[config.mk]
export PLATFORM = sky130hd
export DESIGN_NAME = decode_stage_flat
export DESIGN_NICKNAME = d
export VERILOG_FILES = /design/src/rtl/decode_stage_if.sv /design/src/rtl/decode_stage.sv /design/src/flat_wrapper.sv
export SDC_FILE = /design/constraint.sdc
export NUM_CORES = 1
export LEC_CHECK = 0
export ABC_AREA = 0
export CAP_MARGIN = 20
export CORE_MARGIN = 2
export CORE_UTILIZATION = 40
export DETAILED_ROUTE_END_ITERATION = 10
export GPL_TIMING_DRIVEN = 1
export PLACE_DENSITY = 0.81
export SLEW_MARGIN = 5
export SYNTH_ARGS = -nofsm -noshare
export SYNTH_HDL_FRONTEND = slang
export SYNTH_SLANG_ARGS = --single-unit
[constraint.sdc]
create_clock -name clk -period 7.95 [get_ports clk]
set_clock_uncertainty 0.2 [all_clocks]
set_input_delay 1.59 -clock clk [delete_from_list [all_inputs] [get_ports clk]]
set_output_delay 1.59 -clock clk [all_outputs]
set_load 0.01 [all_outputs]
[src/rtl/decode_stage_if.sv]
// Fetch/execute-facing signal bundle of the decode stage.
// master drives the fetch side and consumes the decoded word; slave is the stage itself.
interface decode_stage_if #(
  parameter int XLEN = 32
);
  logic            flush;
  logic            drain_done;
  logic            in_valid;
  logic            in_ready;
  logic [31:0]     in_instr;
  logic [XLEN-1:0] in_pc;
  logic            out_valid;
  logic            out_ready;
  logic [31:0]     out_instr;
  logic [XLEN-1:0] out_pc;
  logic            out_branch;
  logic            out_jump;
  logic            out_is_jalr;
  logic [3:0]      out_alu_op;
  logic            out_alu_src_a;
  logic            out_alu_src_b;
  logic            out_reg_write;
  logic            out_mem_read;
  logic            out_mem_write;
  logic            out_mul_div;
  logic [1:0]      out_wb_src;
  logic [2:0]      out_immd_type;
  logic            out_csr_op;
  logic            out_csr_immd;
  logic [2:0]      out_csr_op_type;
  logic [2:0]      out_exc;
  logic            out_fence_i;

  modport master (
    output flush, drain_done, in_valid, in_instr, in_pc, out_ready,
    input  in_ready, out_valid, out_instr, out_pc, out_branch, out_jump, out_is_jalr,
           out_alu_op, out_alu_src_a, out_alu_src_b, out_reg_write, out_mem_read,
           out_mem_write, out_mul_div, out_wb_src, out_immd_type, out_csr_op,
           out_csr_immd, out_csr_op_type, out_exc, out_fence_i
  );

  modport slave (
    input  flush, drain_done, in_valid, in_instr, in_pc, out_ready,
    output in_ready, out_valid, out_instr, out_pc, out_branch, out_jump, out_is_jalr,
           out_alu_op, out_alu_src_a, out_alu_src_b, out_reg_write, out_mem_read,
           out_mem_write, out_mul_div, out_wb_src, out_immd_type, out_csr_op,
           out_csr_immd, out_csr_op_type, out_exc, out_fence_i
  );
endinterface

[src/rtl/decode_stage.sv]
// Registered RV32I(+M, Zicsr, Zifencei) decode stage with valid/ready handshake,
// flush, and a drain state machine that serialises FENCE.I and (optionally) MRET.
module decode_stage #(
  parameter int XLEN           = 32,
  parameter bit M_EXT          = 1'b1,
  parameter bit ZICSR          = 1'b1,
  parameter bit ZIFENCEI       = 1'b1,
  parameter bit SERIALIZE_MRET = 1'b1
) (
  input logic           clk,
  input logic           rst,
  decode_stage_if.slave bus
);

  typedef enum logic [0:0] {
    RUN   = 1'b0,
    DRAIN = 1'b1
  } state_t;

  typedef struct packed {
    logic       branch;
    logic       jump;
    logic       is_jalr;
    logic [3:0] alu_op;
    logic       alu_src_a;
    logic       alu_src_b;
    logic       reg_write;
    logic       mem_read;
    logic       mem_write;
    logic       mul_div;
    logic [1:0] wb_src;
    logic [2:0] immd_type;
    logic       csr_op;
    logic       csr_immd;
    logic [2:0] csr_op_type;
    logic [2:0] exc;
    logic       fence_i;
  } ctl_t;

  localparam logic [4:0] OPC_LOAD   = 5'b00000;
  localparam logic [4:0] OPC_MISC   = 5'b00011;
  localparam logic [4:0] OPC_OPIMM  = 5'b00100;
  localparam logic [4:0] OPC_AUIPC  = 5'b00101;
  localparam logic [4:0] OPC_STORE  = 5'b01000;
  localparam logic [4:0] OPC_OP     = 5'b01100;
  localparam logic [4:0] OPC_LUI    = 5'b01101;
  localparam logic [4:0] OPC_BRANCH = 5'b11000;
  localparam logic [4:0] OPC_JALR   = 5'b11001;
  localparam logic [4:0] OPC_JAL    = 5'b11011;
  localparam logic [4:0] OPC_SYSTEM = 5'b11100;

  localparam logic [1:0] WB_ALU = 2'b00;
  localparam logic [1:0] WB_MEM = 2'b01;
  localparam logic [1:0] WB_PC4 = 2'b10;
  localparam logic [1:0] WB_CSR = 2'b11;

  localparam logic [2:0] IMM_I   = 3'b000;
  localparam logic [2:0] IMM_S   = 3'b001;
  localparam logic [2:0] IMM_B   = 3'b010;
  localparam logic [2:0] IMM_U   = 3'b011;
  localparam logic [2:0] IMM_J   = 3'b100;
  localparam logic [2:0] IMM_CSR = 3'b101;

  localparam logic [2:0] CSR_MRET = 3'b110;

  function automatic ctl_t ctl_idle();
    ctl_t c;
    c           = '0;
    c.alu_src_a = 1'b1;
    return c;
  endfunction

  // Base integer ALU encoding; SUB/SRA are selected separately from funct7.
  function automatic logic [3:0] alu_base(input logic [2:0] f3);
    logic [3:0] op;
    case (f3)
      3'b000:  op = 4'b0000;
      3'b001:  op = 4'b0010;
      3'b010:  op = 4'b0011;
      3'b011:  op = 4'b0100;
      3'b100:  op = 4'b0101;
      3'b101:  op = 4'b0110;
      3'b110:  op = 4'b1000;
      3'b111:  op = 4'b1001;
      default: op = 4'b0000;
    endcase
    return op;
  endfunction

  state_t          state_r;
  state_t          state_nxt_s;
  logic            out_valid_r;
  logic [31:0]     out_instr_r;
  logic [XLEN-1:0] out_pc_r;
  ctl_t            ctl_r;
  ctl_t            dec_s;
  ctl_t            ctl_s;
  logic            illegal_s;
  logic            in_ready_s;
  logic            accept_s;
  logic            serialize_s;

  logic [4:0]  opcode_s;
  logic [2:0]  funct3_s;
  logic [6:0]  funct7_s;
  logic [11:0] funct12_s;

  assign opcode_s  = bus.in_instr[6:2];
  assign funct3_s  = bus.in_instr[14:12];
  assign funct7_s  = bus.in_instr[31:25];
  assign funct12_s = bus.in_instr[31:20];

  assign in_ready_s = (state_r == RUN) & (~out_valid_r | bus.out_ready) & ~bus.flush & ~rst;
  assign accept_s   = bus.in_valid & in_ready_s;

  // Combinational decode of the offered instruction word.
  always_comb begin
    dec_s     = ctl_idle();
    illegal_s = 1'b0;
    if (bus.in_instr[1:0] != 2'b11) begin
      illegal_s = 1'b1;
    end else begin
      case (opcode_s)
        OPC_LOAD: begin
          dec_s.wb_src    = WB_MEM;
          dec_s.alu_src_b = 1'b1;
          dec_s.immd_type = IMM_I;
          dec_s.reg_write = 1'b1;
          dec_s.mem_read  = 1'b1;
          illegal_s       = (funct3_s == 3'b011) | (funct3_s[2:1] == 2'b11);
        end
        OPC_STORE: begin
          dec_s.mem_write = 1'b1;
          dec_s.alu_src_b = 1'b1;
          dec_s.immd_type = IMM_S;
          illegal_s       = (funct3_s > 3'b010);
        end
        OPC_AUIPC: begin
          dec_s.alu_src_a = 1'b0;
          dec_s.alu_src_b = 1'b1;
          dec_s.immd_type = IMM_U;
          dec_s.reg_write = 1'b1;
        end
        OPC_LUI: begin
          dec_s.alu_src_b = 1'b1;
          dec_s.immd_type = IMM_U;
          dec_s.alu_op    = 4'b1010;
          dec_s.reg_write = 1'b1;
        end
        OPC_JAL: begin
          dec_s.jump      = 1'b1;
          dec_s.immd_type = IMM_J;
          dec_s.wb_src    = WB_PC4;
          dec_s.reg_write = 1'b1;
        end
        OPC_JALR: begin
          dec_s.jump      = 1'b1;
          dec_s.is_jalr   = 1'b1;
          dec_s.immd_type = IMM_I;
          dec_s.wb_src    = WB_PC4;
          dec_s.reg_write = 1'b1;
        end
        OPC_BRANCH: begin
          dec_s.branch    = 1'b1;
          dec_s.immd_type = IMM_B;
          case (funct3_s[2:1])
            2'b00:   dec_s.alu_op = 4'b0001;
            2'b10:   dec_s.alu_op = 4'b0011;
            2'b11:   dec_s.alu_op = 4'b0100;
            default: illegal_s    = 1'b1;
          endcase
        end
        OPC_OP: begin
          dec_s.reg_write = 1'b1;
          dec_s.alu_src_b = ~bus.in_instr[5];
          case (funct7_s)
            7'b0000000: dec_s.alu_op = alu_base(funct3_s);
            7'b0100000: begin
              case (funct3_s)
                3'b000:  dec_s.alu_op = 4'b0001;
                3'b101:  dec_s.alu_op = 4'b0111;
                default: illegal_s    = 1'b1;
              endcase
            end
            7'b0000001: begin
              if (M_EXT) begin
                dec_s.mul_div = 1'b1;
                dec_s.alu_op  = funct3_s[2] ? 4'b1100 : 4'b1011;
              end else begin
                illegal_s = 1'b1;
              end
            end
            default: illegal_s = 1'b1;
          endcase
        end
        OPC_OPIMM: begin
          // funct7 is immediate data except on the shift encodings.
          dec_s.reg_write = 1'b1;
          dec_s.alu_src_b = ~bus.in_instr[5];
          dec_s.immd_type = IMM_I;
          case (funct3_s)
            3'b001: begin
              dec_s.alu_op = 4'b0010;
              illegal_s    = (funct7_s != 7'b0000000);
            end
            3'b101: begin
              case (funct7_s)
                7'b0000000: dec_s.alu_op = 4'b0110;
                7'b0100000: dec_s.alu_op = 4'b0111;
                default:    illegal_s    = 1'b1;
              endcase
            end
            default: dec_s.alu_op = alu_base(funct3_s);
          endcase
        end
        OPC_MISC: begin
          case (funct3_s)
            3'b000: dec_s.fence_i = 1'b0;
            3'b001: begin
              if (ZIFENCEI) begin
                dec_s.fence_i = 1'b1;
              end else begin
                illegal_s = 1'b1;
              end
            end
            default: illegal_s = 1'b1;
          endcase
        end
        OPC_SYSTEM: begin
          dec_s.wb_src    = WB_CSR;
          dec_s.immd_type = IMM_CSR;
          dec_s.csr_immd  = funct3_s[2];
          case (funct3_s[1:0])
            2'b00: begin
              if (funct3_s[2]) begin
                illegal_s = 1'b1;
              end else begin
                case (funct12_s)
                  12'h000: dec_s.exc[0] = 1'b1;
                  12'h001: dec_s.exc[1] = 1'b1;
                  12'h302: begin
                    if (ZICSR) begin
                      dec_s.csr_op      = 1'b1;
                      dec_s.csr_op_type = CSR_MRET;
                    end else begin
                      illegal_s = 1'b1;
                    end
                  end
                  default: illegal_s = 1'b1;
                endcase
              end
            end
            default: begin
              if (ZICSR) begin
                dec_s.reg_write   = 1'b1;
                dec_s.csr_op      = 1'b1;
                dec_s.csr_op_type = {1'b0, funct3_s[1:0]};
              end else begin
                illegal_s = 1'b1;
              end
            end
          endcase
        end
        default: illegal_s = 1'b1;
      endcase
    end

    // An illegal word must never reach a side-effecting datapath enable.
    ctl_s           = dec_s;
    ctl_s.reg_write = dec_s.reg_write & ~illegal_s;
    ctl_s.mem_read  = dec_s.mem_read & ~illegal_s;
    ctl_s.mem_write = dec_s.mem_write & ~illegal_s;
    ctl_s.branch    = dec_s.branch & ~illegal_s;
    ctl_s.jump      = dec_s.jump & ~illegal_s;
    ctl_s.csr_op    = dec_s.csr_op & ~illegal_s;
    ctl_s.mul_div   = dec_s.mul_div & ~illegal_s;
    ctl_s.fence_i   = dec_s.fence_i & ~illegal_s;
    ctl_s.exc[2]    = illegal_s;
  end

  assign serialize_s = ctl_s.fence_i
                     | (SERIALIZE_MRET & ctl_s.csr_op & (ctl_s.csr_op_type == CSR_MRET));

  // Drain FSM state register.
  always_ff @(posedge clk) begin
    if (rst) begin
      state_r <= RUN;
    end else begin
      state_r <= state_nxt_s;
    end
  end

  // Drain FSM next-state logic.
  always_comb begin
    state_nxt_s = state_r;
    case (state_r)
      RUN: begin
        if (accept_s & serialize_s) begin
          state_nxt_s = DRAIN;
        end else begin
          state_nxt_s = RUN;
        end
      end
      DRAIN: begin
        if (bus.drain_done | bus.flush) begin
          state_nxt_s = RUN;
        end else begin
          state_nxt_s = DRAIN;
        end
      end
      default: state_nxt_s = RUN;
    endcase
  end

  // Output pipeline register; flush takes priority over consume and accept.
  always_ff @(posedge clk) begin
    if (rst) begin
      out_valid_r <= 1'b0;
      out_instr_r <= 32'h0000_0000;
      out_pc_r    <= {XLEN{1'b0}};
      ctl_r       <= ctl_idle();
    end else if (bus.flush) begin
      out_valid_r <= 1'b0;
    end else if (accept_s) begin
      out_valid_r <= 1'b1;
      out_instr_r <= bus.in_instr;
      out_pc_r    <= bus.in_pc;
      ctl_r       <= ctl_s;
    end else if (bus.out_ready) begin
      out_valid_r <= 1'b0;
    end
  end

  assign bus.in_ready        = in_ready_s;
  assign bus.out_valid       = out_valid_r;
  assign bus.out_instr       = out_instr_r;
  assign bus.out_pc          = out_pc_r;
  assign bus.out_branch      = ctl_r.branch;
  assign bus.out_jump        = ctl_r.jump;
  assign bus.out_is_jalr     = ctl_r.is_jalr;
  assign bus.out_alu_op      = ctl_r.alu_op;
  assign bus.out_alu_src_a   = ctl_r.alu_src_a;
  assign bus.out_alu_src_b   = ctl_r.alu_src_b;
  assign bus.out_reg_write   = ctl_r.reg_write;
  assign bus.out_mem_read    = ctl_r.mem_read;
  assign bus.out_mem_write   = ctl_r.mem_write;
  assign bus.out_mul_div     = ctl_r.mul_div;
  assign bus.out_wb_src      = ctl_r.wb_src;
  assign bus.out_immd_type   = ctl_r.immd_type;
  assign bus.out_csr_op      = ctl_r.csr_op;
  assign bus.out_csr_immd    = ctl_r.csr_immd;
  assign bus.out_csr_op_type = ctl_r.csr_op_type;
  assign bus.out_exc         = ctl_r.exc;
  assign bus.out_fence_i     = ctl_r.fence_i;

endmodule

[src/flat_wrapper.sv]
// flat-port wrapper written by rule: the top's interface ports become plain ports
module decode_stage_flat 
#(
  parameter int XLEN           = 32,
  parameter bit M_EXT          = 1'b1,
  parameter bit ZICSR          = 1'b1,
  parameter bit ZIFENCEI       = 1'b1,
  parameter bit SERIALIZE_MRET = 1'b1
)
  (clk, rst, bus_flush, bus_drain_done, bus_in_valid, bus_in_instr, bus_in_pc, bus_out_ready, bus_in_ready, bus_out_valid, bus_out_instr, bus_out_pc, bus_out_branch, bus_out_jump, bus_out_is_jalr, bus_out_alu_op, bus_out_alu_src_a, bus_out_alu_src_b, bus_out_reg_write, bus_out_mem_read, bus_out_mem_write, bus_out_mul_div, bus_out_wb_src, bus_out_immd_type, bus_out_csr_op, bus_out_csr_immd, bus_out_csr_op_type, bus_out_exc, bus_out_fence_i);
  decode_stage_if #(.XLEN(XLEN)) bus_i ();
  input logic clk;
  input logic rst;
  input wire logic [$bits(bus_i.flush)-1:0] bus_flush;
  input wire logic [$bits(bus_i.drain_done)-1:0] bus_drain_done;
  input wire logic [$bits(bus_i.in_valid)-1:0] bus_in_valid;
  input wire logic [$bits(bus_i.in_instr)-1:0] bus_in_instr;
  input wire logic [$bits(bus_i.in_pc)-1:0] bus_in_pc;
  input wire logic [$bits(bus_i.out_ready)-1:0] bus_out_ready;
  output wire logic [$bits(bus_i.in_ready)-1:0] bus_in_ready;
  output wire logic [$bits(bus_i.out_valid)-1:0] bus_out_valid;
  output wire logic [$bits(bus_i.out_instr)-1:0] bus_out_instr;
  output wire logic [$bits(bus_i.out_pc)-1:0] bus_out_pc;
  output wire logic [$bits(bus_i.out_branch)-1:0] bus_out_branch;
  output wire logic [$bits(bus_i.out_jump)-1:0] bus_out_jump;
  output wire logic [$bits(bus_i.out_is_jalr)-1:0] bus_out_is_jalr;
  output wire logic [$bits(bus_i.out_alu_op)-1:0] bus_out_alu_op;
  output wire logic [$bits(bus_i.out_alu_src_a)-1:0] bus_out_alu_src_a;
  output wire logic [$bits(bus_i.out_alu_src_b)-1:0] bus_out_alu_src_b;
  output wire logic [$bits(bus_i.out_reg_write)-1:0] bus_out_reg_write;
  output wire logic [$bits(bus_i.out_mem_read)-1:0] bus_out_mem_read;
  output wire logic [$bits(bus_i.out_mem_write)-1:0] bus_out_mem_write;
  output wire logic [$bits(bus_i.out_mul_div)-1:0] bus_out_mul_div;
  output wire logic [$bits(bus_i.out_wb_src)-1:0] bus_out_wb_src;
  output wire logic [$bits(bus_i.out_immd_type)-1:0] bus_out_immd_type;
  output wire logic [$bits(bus_i.out_csr_op)-1:0] bus_out_csr_op;
  output wire logic [$bits(bus_i.out_csr_immd)-1:0] bus_out_csr_immd;
  output wire logic [$bits(bus_i.out_csr_op_type)-1:0] bus_out_csr_op_type;
  output wire logic [$bits(bus_i.out_exc)-1:0] bus_out_exc;
  output wire logic [$bits(bus_i.out_fence_i)-1:0] bus_out_fence_i;
  assign bus_i.flush = bus_flush;
  assign bus_i.drain_done = bus_drain_done;
  assign bus_i.in_valid = bus_in_valid;
  assign bus_i.in_instr = bus_in_instr;
  assign bus_i.in_pc = bus_in_pc;
  assign bus_i.out_ready = bus_out_ready;
  assign bus_in_ready = bus_i.in_ready;
  assign bus_out_valid = bus_i.out_valid;
  assign bus_out_instr = bus_i.out_instr;
  assign bus_out_pc = bus_i.out_pc;
  assign bus_out_branch = bus_i.out_branch;
  assign bus_out_jump = bus_i.out_jump;
  assign bus_out_is_jalr = bus_i.out_is_jalr;
  assign bus_out_alu_op = bus_i.out_alu_op;
  assign bus_out_alu_src_a = bus_i.out_alu_src_a;
  assign bus_out_alu_src_b = bus_i.out_alu_src_b;
  assign bus_out_reg_write = bus_i.out_reg_write;
  assign bus_out_mem_read = bus_i.out_mem_read;
  assign bus_out_mem_write = bus_i.out_mem_write;
  assign bus_out_mul_div = bus_i.out_mul_div;
  assign bus_out_wb_src = bus_i.out_wb_src;
  assign bus_out_immd_type = bus_i.out_immd_type;
  assign bus_out_csr_op = bus_i.out_csr_op;
  assign bus_out_csr_immd = bus_i.out_csr_immd;
  assign bus_out_csr_op_type = bus_i.out_csr_op_type;
  assign bus_out_exc = bus_i.out_exc;
  assign bus_out_fence_i = bus_i.out_fence_i;
  decode_stage #(.XLEN(XLEN), .M_EXT(M_EXT), .ZICSR(ZICSR), .ZIFENCEI(ZIFENCEI), .SERIALIZE_MRET(SERIALIZE_MRET)) u_core (.clk(clk), .rst(rst), .bus(bus_i));
endmodule
Word level (Yosys, flattened, before mapping)
Memory sizes are Yosys's and may differ from the RTL's.
Index checks and enable logic that the tools add are counted.
{"block": "classes", "magnitude_cmp": 1, "eq_ne": 21, "n_mux": 52, "n_bitwise": 24, "n_reduce_logical": 22}
{"operator": "two-way mux 1 bit", "n": 28}
{"operator": "two-way mux 23 bit", "n": 1}
{"operator": "== test 5 bit, second input constant", "n": 4}
{"operator": "one-hot mux 4 bit (4 select lines)", "n": 1}
{"operator": "OR reduction 2 bit", "n": 8}
{"operator": "== test 5 x 4 -> 1 bit, second input constant", "n": 3}
{"operator": "two-way mux 3 bit", "n": 5}
{"operator": "one-hot mux 3 bit (5 select lines)", "n": 1}
{"operator": "bitwise AND 1 bit", "n": 14}
{"operator": "== test 12 x 1 -> 1 bit, second input constant", "n": 1}
{"operator": "== test 12 x 10 -> 1 bit, second input constant", "n": 1}
{"operator": "zero test 12 bit", "n": 1}
{"operator": "one-hot mux 3 bit (2 select lines)", "n": 2}
{"operator": "one-hot mux 4 bit (3 select lines)", "n": 1}
{"operator": "== test 5 x 3 -> 1 bit, second input constant", "n": 2}
{"operator": "one-hot mux 1 bit (2 select lines)", "n": 5}
{"operator": "one-hot mux 3 bit (3 select lines)", "n": 1}
{"operator": "one-hot mux 1 bit (8 select lines)", "n": 1}
{"operator": "one-hot mux 4 bit (2 select lines)", "n": 1}
{"operator": "OR reduction 4 bit", "n": 2}
{"operator": "== test 7 x 1 -> 1 bit, second input constant", "n": 1}
{"operator": "== test 7 x 6 -> 1 bit, second input constant", "n": 1}
{"operator": "zero test 7 bit", "n": 1}
{"operator": "nonzero test 7 bit", "n": 1}
{"operator": "other kinds (19)", "n": 33}
{"block": "word_totals", "regBits": 93, "romBits": 64, "input_bits": 70, "mem_count": 2}
{"name": "(name not given)", "depth": 8, "word_bits": 4, "read_ports": 1, "rd_clocked_by_memory_dff": 0, "wr": 0, "line": "decode_stage.sv:76", "source": "case (f3)"}
{"name": "(name not given)", "depth": 8, "word_bits": 4, "read_ports": 1, "rd_clocked_by_memory_dff": 0, "wr": 0, "line": "decode_stage.sv:76"}

Longest topological paths before layout
Gate-level depths: netlist of run 1.
{"block": "logic_depth", "ltp_word": 14, "ltp_mapped": 11, "mapped_depth_nobuf": 8}

Least setup slack after synthesis of run 1
OpenSTA, ideal clock, no wires.
{"block": "synth_timing", "path_kind": "input to register", "startpoint": "input bus_in_instr[26]", "endpoint": "register u_core.ctl_r, in the netlist u_core.bus.out_exc[2]", "arrival_ns": 3.897, "t_required_ns": 7.635, "path_slack_ns": 3.738, "path_stages": 7, "path_cell_list": "or4_4 -> or3_4 -> or4_4 -> nor3b_1 -> or4_4 -> buf_6 -> and2_1"}
{"block": "synth_between", "elab_chain_cells": 7, "elab_cells_between_ends": 18, "classes_between": "eq/ne: 4; mux: 8; reduce/logical: 6"}
{"item": "start: declaration", "line": "flat_wrapper.sv:17", "source": "input wire logic [$bits(bus_i.in_instr)-1:0] bus_in_instr;"}
{"item": "== test 12 x 1 -> 1 bit (tied with other cells)", "line": "decode_stage.sv:238", "source": "case (funct12_s)"}
{"item": "OR reduction 3 bit (no line)"}
{"item": "two-way mux 1 bit"}
{"item": "two-way mux 1 bit", "line": "decode_stage.sv:235", "source": "if (funct3_s[2]) begin"}
{"item": "two-way mux 1 bit", "line": "decode_stage.sv:233", "source": "case (funct3_s[1:0])"}
{"item": "one-hot mux 1 bit (8 select lines) *", "line": "decode_stage.sv:123", "source": "case (opcode_s)"}
{"item": "two-way mux 1 bit *", "line": "decode_stage.sv:120", "source": "if (bus.in_instr[1:0] != 2'b11) begin"}
{"item": "end signal: assignment", "line": "decode_stage.sv:321", "source": "ctl_r <= ctl_idle();"}
{"item": "end signal: assignment", "line": "decode_stage.sv:328", "source": "ctl_r <= ctl_s;"}
{"item": "end: declaration", "line": "decode_stage.sv:95", "source": "ctl_t ctl_r;"}
Mark *: on every way between the ends. The rest lies on a longest branch, timed or not.
A chain may end at the register's enable or synchronous reset.

Final worst setup path of run 1
{"block": "layout_timing", "startpoint": "input rst", "endpoint": "output bus_in_ready"}
{"block": "layout_between", "elab_chain_cells": 2}
{"item": "start: declaration", "line": "flat_wrapper.sv:13", "source": "input logic rst;"}
{"item": "inverter 1 bit", "line": "decode_stage.sv:113", "source": "assign in_ready_s = (state_r == RUN) & (~out_valid_r | bus.out_ready) & ~bus.flush & ~rst;"}
{"item": "bitwise AND 1 bit", "line": "decode_stage.sv:113"}
{"item": "end: declaration", "line": "flat_wrapper.sv:20", "source": "output wire logic [$bits(bus_i.in_ready)-1:0] bus_in_ready;"}
Every way passes these cells.

==> impl_metrics.yaml, run 1 <==
critical_path:
  critical_path.top_delay_family: "buffers and inverters"
  critPathMaxFanout: 84
  cp.depth: 6
  cp_cell_sequence: "buf_2, buf_4, nor2_1, nand2_1, nor2_1, clkdlybuf4s50_1"
  crit_arrival_ns: 3.20
  slowest_delay_ns: 0.63
  crit_slowest_cell: "buf_4"
  critPathKind: "input port to output pin"
  ff2ff_path_depth: 7
  path_buf_inv: 3
  crit_path_start_kind: "input port"
  crit_top_cell: "nor2_1"
  required_ns: 6.16
  critPathCaptureType: "output pin"
clocking:
  clkSinkCount: 93
  post_cts_buffers: 0
  insertion_delay_ns: 0.36
  cts_hold_buf: 0
  cts_root_buf: "clkbuf_8"
  clkTransAtPathRegs_ns: 0.10
  cts_htree_levels: 3
  cts_buffers: 9
  cts_resized: 0
  cts_tree: "built"
  clockBufferDepth: 2
timing:
  drv_slew: 0
  setup_slack_ns: 2.96
  timing.final.crit_share: 0.627
  hold_viol: 0
  worstMarginPinSlew_ns: 0.889
  grt_setup_unrepaired: "false"
  fin_tns_setup_ns: 0
  finalSetupViolCount: 0
  timing.hold.ws_ns: 0.258
  relSlewSlack: 0.407
  fmax_mhz: 201
  period_minus_slack_ns: 4.99
grt:
  gr-total-overflow: 0
  grt_pass1_wl_mm: 19.8
  grt_use_total: 0.225
  antenna_found_initial: 0
  grt_pass1_vias: 3923
  grt_max_degree: 90
final_layout:
  fin_area_um2: 5870
  fillers: 887
  layout.cells.non_filler: 797
  final_cell_mix: "clkdlybuf4s50_1, nand2_1, dfxtp_1, a21oi_1, nor2_1"
  diodes: 0
  nNetsFinal: 733
  layout_commonest_cell: "clkdlybuf4s50_1"
  fin_util: 0.603
  final_layout_size_suffix_gt1_frac: 0.0542
  area_delta_synth_final_pct: 46.7
place:
  dpl.hpwl_mm: 8.77
  placed_cells: 781
  gp_congestion: 0.869
  placed_area_um2: 5650
  portBuffers: 162
  place_ws_ns: 2.93
job:
  drv_cap: 0
yosys:
  synth_seq_cells: 93
  avgSynthCellArea_um2: 7.66
  netlist_area_um2: 4000
  synth_ff_type: "dfxtp_1"
  ys_seq_area_frac: 0.465
  ys_warn_count: 0
  syn_inst: 522
  synth_cell_types: 51
  synth-edff-count: 0
  syn-num-nets: 596
  synth-async-reset-ratio: 0
floorplan:
  die_y_um: 104
  coreArea_um2: 9730
  rows: 36
  die_area_um2: 10800
  ios: 163
  die_w_um: 104
  initial_core_util: 0.411
routing:
  drc: 0
  dr_total_vias: 4171
  vias_per_cell: 5.23
  drt_iter0_drc: 214
  wl_mm: 12.2
  final_antenna_net_count: 0
  wl_per_cell_um: 15.3
  first_pass_iters: 5
power_and_ir_drop:
  p_leak_nw: 1.99
  p_total_uw: 953
  p_per_area_nw_per_um2: 162
  ir_drop_mv: 0.0725
worst_hold_path:
  holdPathStages: 2
  hold_class: "flip-flop to flip-flop"
outcome:
  status: "completed"
[registers in the layout, summed over array words and instances (netlist names), 2 cells and up]
register / flops
u_core.bus.out_instr: 32
u_core.bus.out_pc: 32
u_core.bus.out_alu_op: 4
u_core.bus.out_csr_op_type: 3
u_core.bus.out_exc: 3
u_core.bus.out_immd_type: 3
u_core.bus.out_wb_src: 2
[worst register-to-register path: stages (launching register included)]
cell,delay (ns)
dfxtp_1,0.32
nand2b_1,0.14
nand4b_1,0.12
buf_4,0.39
nor2_1,0.39
nand4_1,0.13
or4_4,0.67
and2_1,0.18
[cell families after synthesis]
logic type,after synthesis,synth area share
and+or+nand+nor,243,0.264
AOI/OAI and AO/OA,130,0.198
DFF,93,0.465
buffers and inverters,46,0.0450
muxes,5,0.0128
adders and majority gates,4,0.0125
xor gates and xnor gates,1,0.00219
[worst paths after layout]
check | to | slack, ns | start
max | bus_in_ready | 2.96 | rst
min | u_core.bus.out_csr_op_type[2] | 0.26 | u_core.bus.out_csr_op_type[2]
max reg2reg | u_core.bus.out_exc[2] | 5.30 | u_core.bus.out_valid
min reg2reg | u_core.bus.out_csr_op_type[2] | 0.26 | u_core.bus.out_csr_op_type[2]
[area by class of cell]
type / instances / area (µm²) / area share
repair buffers: 165 / 1640 / 0.279
multi-input cells: 383 / 1960 / 0.334
well taps: 133 / 166 / 0.0284
flip-flops and latches: 93 / 1860 / 0.317
clock inverters: 7 / 92.6 / 0.0158
clock buffers: 9 / 124 / 0.0211
inverters: 7 / 26.3 / 0.00448
[synth_stat cells (4+ instances only)]
cell type | number | area [µm²]
nand2_1 | 155 | 582
a21oi_1 | 77 | 385
nand4_1 | 4 | 25.0
inv_1 | 7 | 26.3
o21ai_2 | 7 | 61.3
ha_1 | 4 | 50.1
nor4_1 | 5 | 31.3
nor2_1 | 39 | 146
a22oi_1 | 7 | 52.6
nand3_1 | 7 | 35.0
nor3_1 | 6 | 30.0
mux2i_1 | 4 | 40.0
o21ai_0 | 10 | 50.1
nand2b_1 | 5 | 31.3
a211oi_1 | 4 | 30.0
a31oi_1 | 4 | 25.0
clkbuf_1 | 34 | 128
dfxtp_1 | 93 | 1860
buf_1 | 4 | 15.0
[metal layers]
layer,up-vias,wire length (µm),track usage
met1,1938,5210,0.289
met5,-,0,0
met4,0,133,0.0656
met2,179,5830,0.375
li1,2042,-,-
met3,12,1040,0.0570
[power breakdown]
part	total, mW	internal [mW]	switching (mW)
logic	0.130	0.0655	0.0641
registers	0.482	0.477	0.00547
clock network	0.341	0.154	0.188
(Power assumes the default switching activity.)
==> run 2: changes to the inputs <==
==> constraint.sdc (replaced) <==
create_clock -name clk -period 5 [get_ports clk]
set_clock_uncertainty 0.2 [all_clocks]
set_input_delay 1 -clock clk [delete_from_list [all_inputs] [get_ports clk]]
set_output_delay 1 -clock clk [all_outputs]
set_load 0.01 [all_outputs]
==> impl_metrics.yaml, run 2 (synthesized netlist as in run 1, its figures left out) <==
critical_path:
  critPathMaxFanout: 9
  crit_arrival_ns: 3.90
  ff2ff_path_depth: 6
  required_ns: 5.07
  crit_path_start_kind: "input port"
  crit_slowest_cell: "or4_4"
  slowest_delay_ns: 0.66
  cp_cell_sequence: "clkdlybuf4s50_1, or4_4, or3_4, or4_4, nor3b_1, or4_4, and2_1"
  critPathCaptureType: "flip-flop"
  critPathKind: "input port to flip-flop"
  crit_top_cell: "or4_4"
timing:
  timing.hold.ws_ns: 0.257
  period_minus_slack_ns: 3.83
  setup_slack_ns: 1.17
  fmax_mhz: 261
  fin_tns_setup_ns: 0
  relSlewSlack: 0.422
  drv_slew: 0
  finalSetupViolCount: 0
  grt_setup_unrepaired: "false"
  timing.final.crit_share: 0.766
  hold_viol: 0
  worstMarginPinSlew_ns: 0.866
floorplan:
  ios: 163
  initial_core_util: 0.411
  rows: 36
  die_w_um: 104
  die_area_um2: 10800
  die_y_um: 104
  coreArea_um2: 9730
final_layout:
  area.sequential_um2: 1860
  nNetsFinal: 737
  diodes: 0
  fin_util: 0.606
  layout_commonest_cell: "clkdlybuf4s50_1"
  fillers: 883
  final_layout_size_suffix_gt1_frac: 0.0599
  multiInputGateArea_um2: 1960
  final_cell_mix: "clkdlybuf4s50_1, nand2_1, dfxtp_1, a21oi_1, nor2_1"
  area_delta_synth_final_pct: 47.5
power_and_ir_drop:
  p_per_area_nw_per_um2: 257
  p_leak_nw: 2.02
  ir_drop_mv: 0.143
clocking:
  clockBufferDepth: 2
  cts_htree_levels: 3
  post_cts_buffers: 0
  cts_buffers: 9
  cts_resized: 0
  cts_root_buf: "clkbuf_8"
  cts_tree: "built"
  insertion_delay_ns: 0.36
  clkSinkCount: 93
  cts_hold_buf: 0
  clkTransAtPathRegs_ns: 0.10
grt:
  antenna_found_initial: 0
  grt_max_degree: 84
  grt_pass1_wl_mm: 19.8
  gr-total-overflow: 0
  grt_pass1_vias: 3949
  grt_use_total: 0.226
place:
  gp_congestion: 0.826
  place_ws_ns: 0.793
  dpl.hpwl_mm: 9.12
  portBuffers: 162
routing:
  first_pass_iters: 5
  drc: 0
  dr_total_vias: 4173
  final_antenna_net_count: 0
  wl_per_cell_um: 15.5
  wl_mm: 12.5
  drt_iter0_drc: 264
  vias_per_cell: 5.21
outcome:
  status: "completed"
worst_hold_path:
  hold_class: "flip-flop to flip-flop"
  holdPathStages: 2
job:
  drv_cap: 0
run 2: changes by cell type in the layout (fill, tap and decap cells not counted), sizes merged:
| cell | previous run | this run |
|---|---|---|
| clkinvlp | 2 | 1 |
| clkinv | 1 | 2 |
| buf | 4 | 8 |
run 2: where the power goes:
group | total, mW | switching [mW] | internal, mW
clock | 0.542 | 0.297 | 0.245
combinational | 0.208 | 0.103 | 0.106
sequential | 0.767 | 0.00868 | 0.758
run 2: area by class of cell:
type                    count  area share
inverters                   7     0.00445
well taps                 133      0.0282
flip-flops and latches     93       0.316
multi-input cells         383       0.332
clock inverters             7      0.0159
repair buffers            169       0.283
clock buffers               9      0.0210
run 2: final timing paths:
check | to | start | slack, ns
setup / recovery | u_core.bus.out_exc[2] | bus_in_instr[26] | 1.17
hold / removal | u_core.bus.out_pc[0] | u_core.bus.out_pc[0] | 0.26
hold reg to reg | u_core.bus.out_pc[0] | u_core.bus.out_pc[0] | 0.26
setup reg to reg | u_core.bus.out_exc[2] | u_core.bus.out_valid | 2.69
run 2: routing by layer:
layer / track usage / up-vias / wire (µm)
met3: 0.0633 / 15 / 1010
met1: 0.279 / 1932 / 5310
met2: 0.379 / 179 / 5960
li1: - / 2047 / -
met4: 0.0753 / 0 / 172
met5: 0 / - / 0
run 2: metrics by stage:
step,instance area (µm²),std cells,power [mW]
finish,5900,801,1.52
global route,5900,801,1.58
CTS,5900,801,1.53
detailed placement,5680,785,0.992
global placement,5680,785,0.987
floorplan,4000,522,0.873
run 2: worst max-delay path, delay by kind of cell:
family	cells	cell delay, ns
buf+inv	1	0.46
simple gates	6	2.46
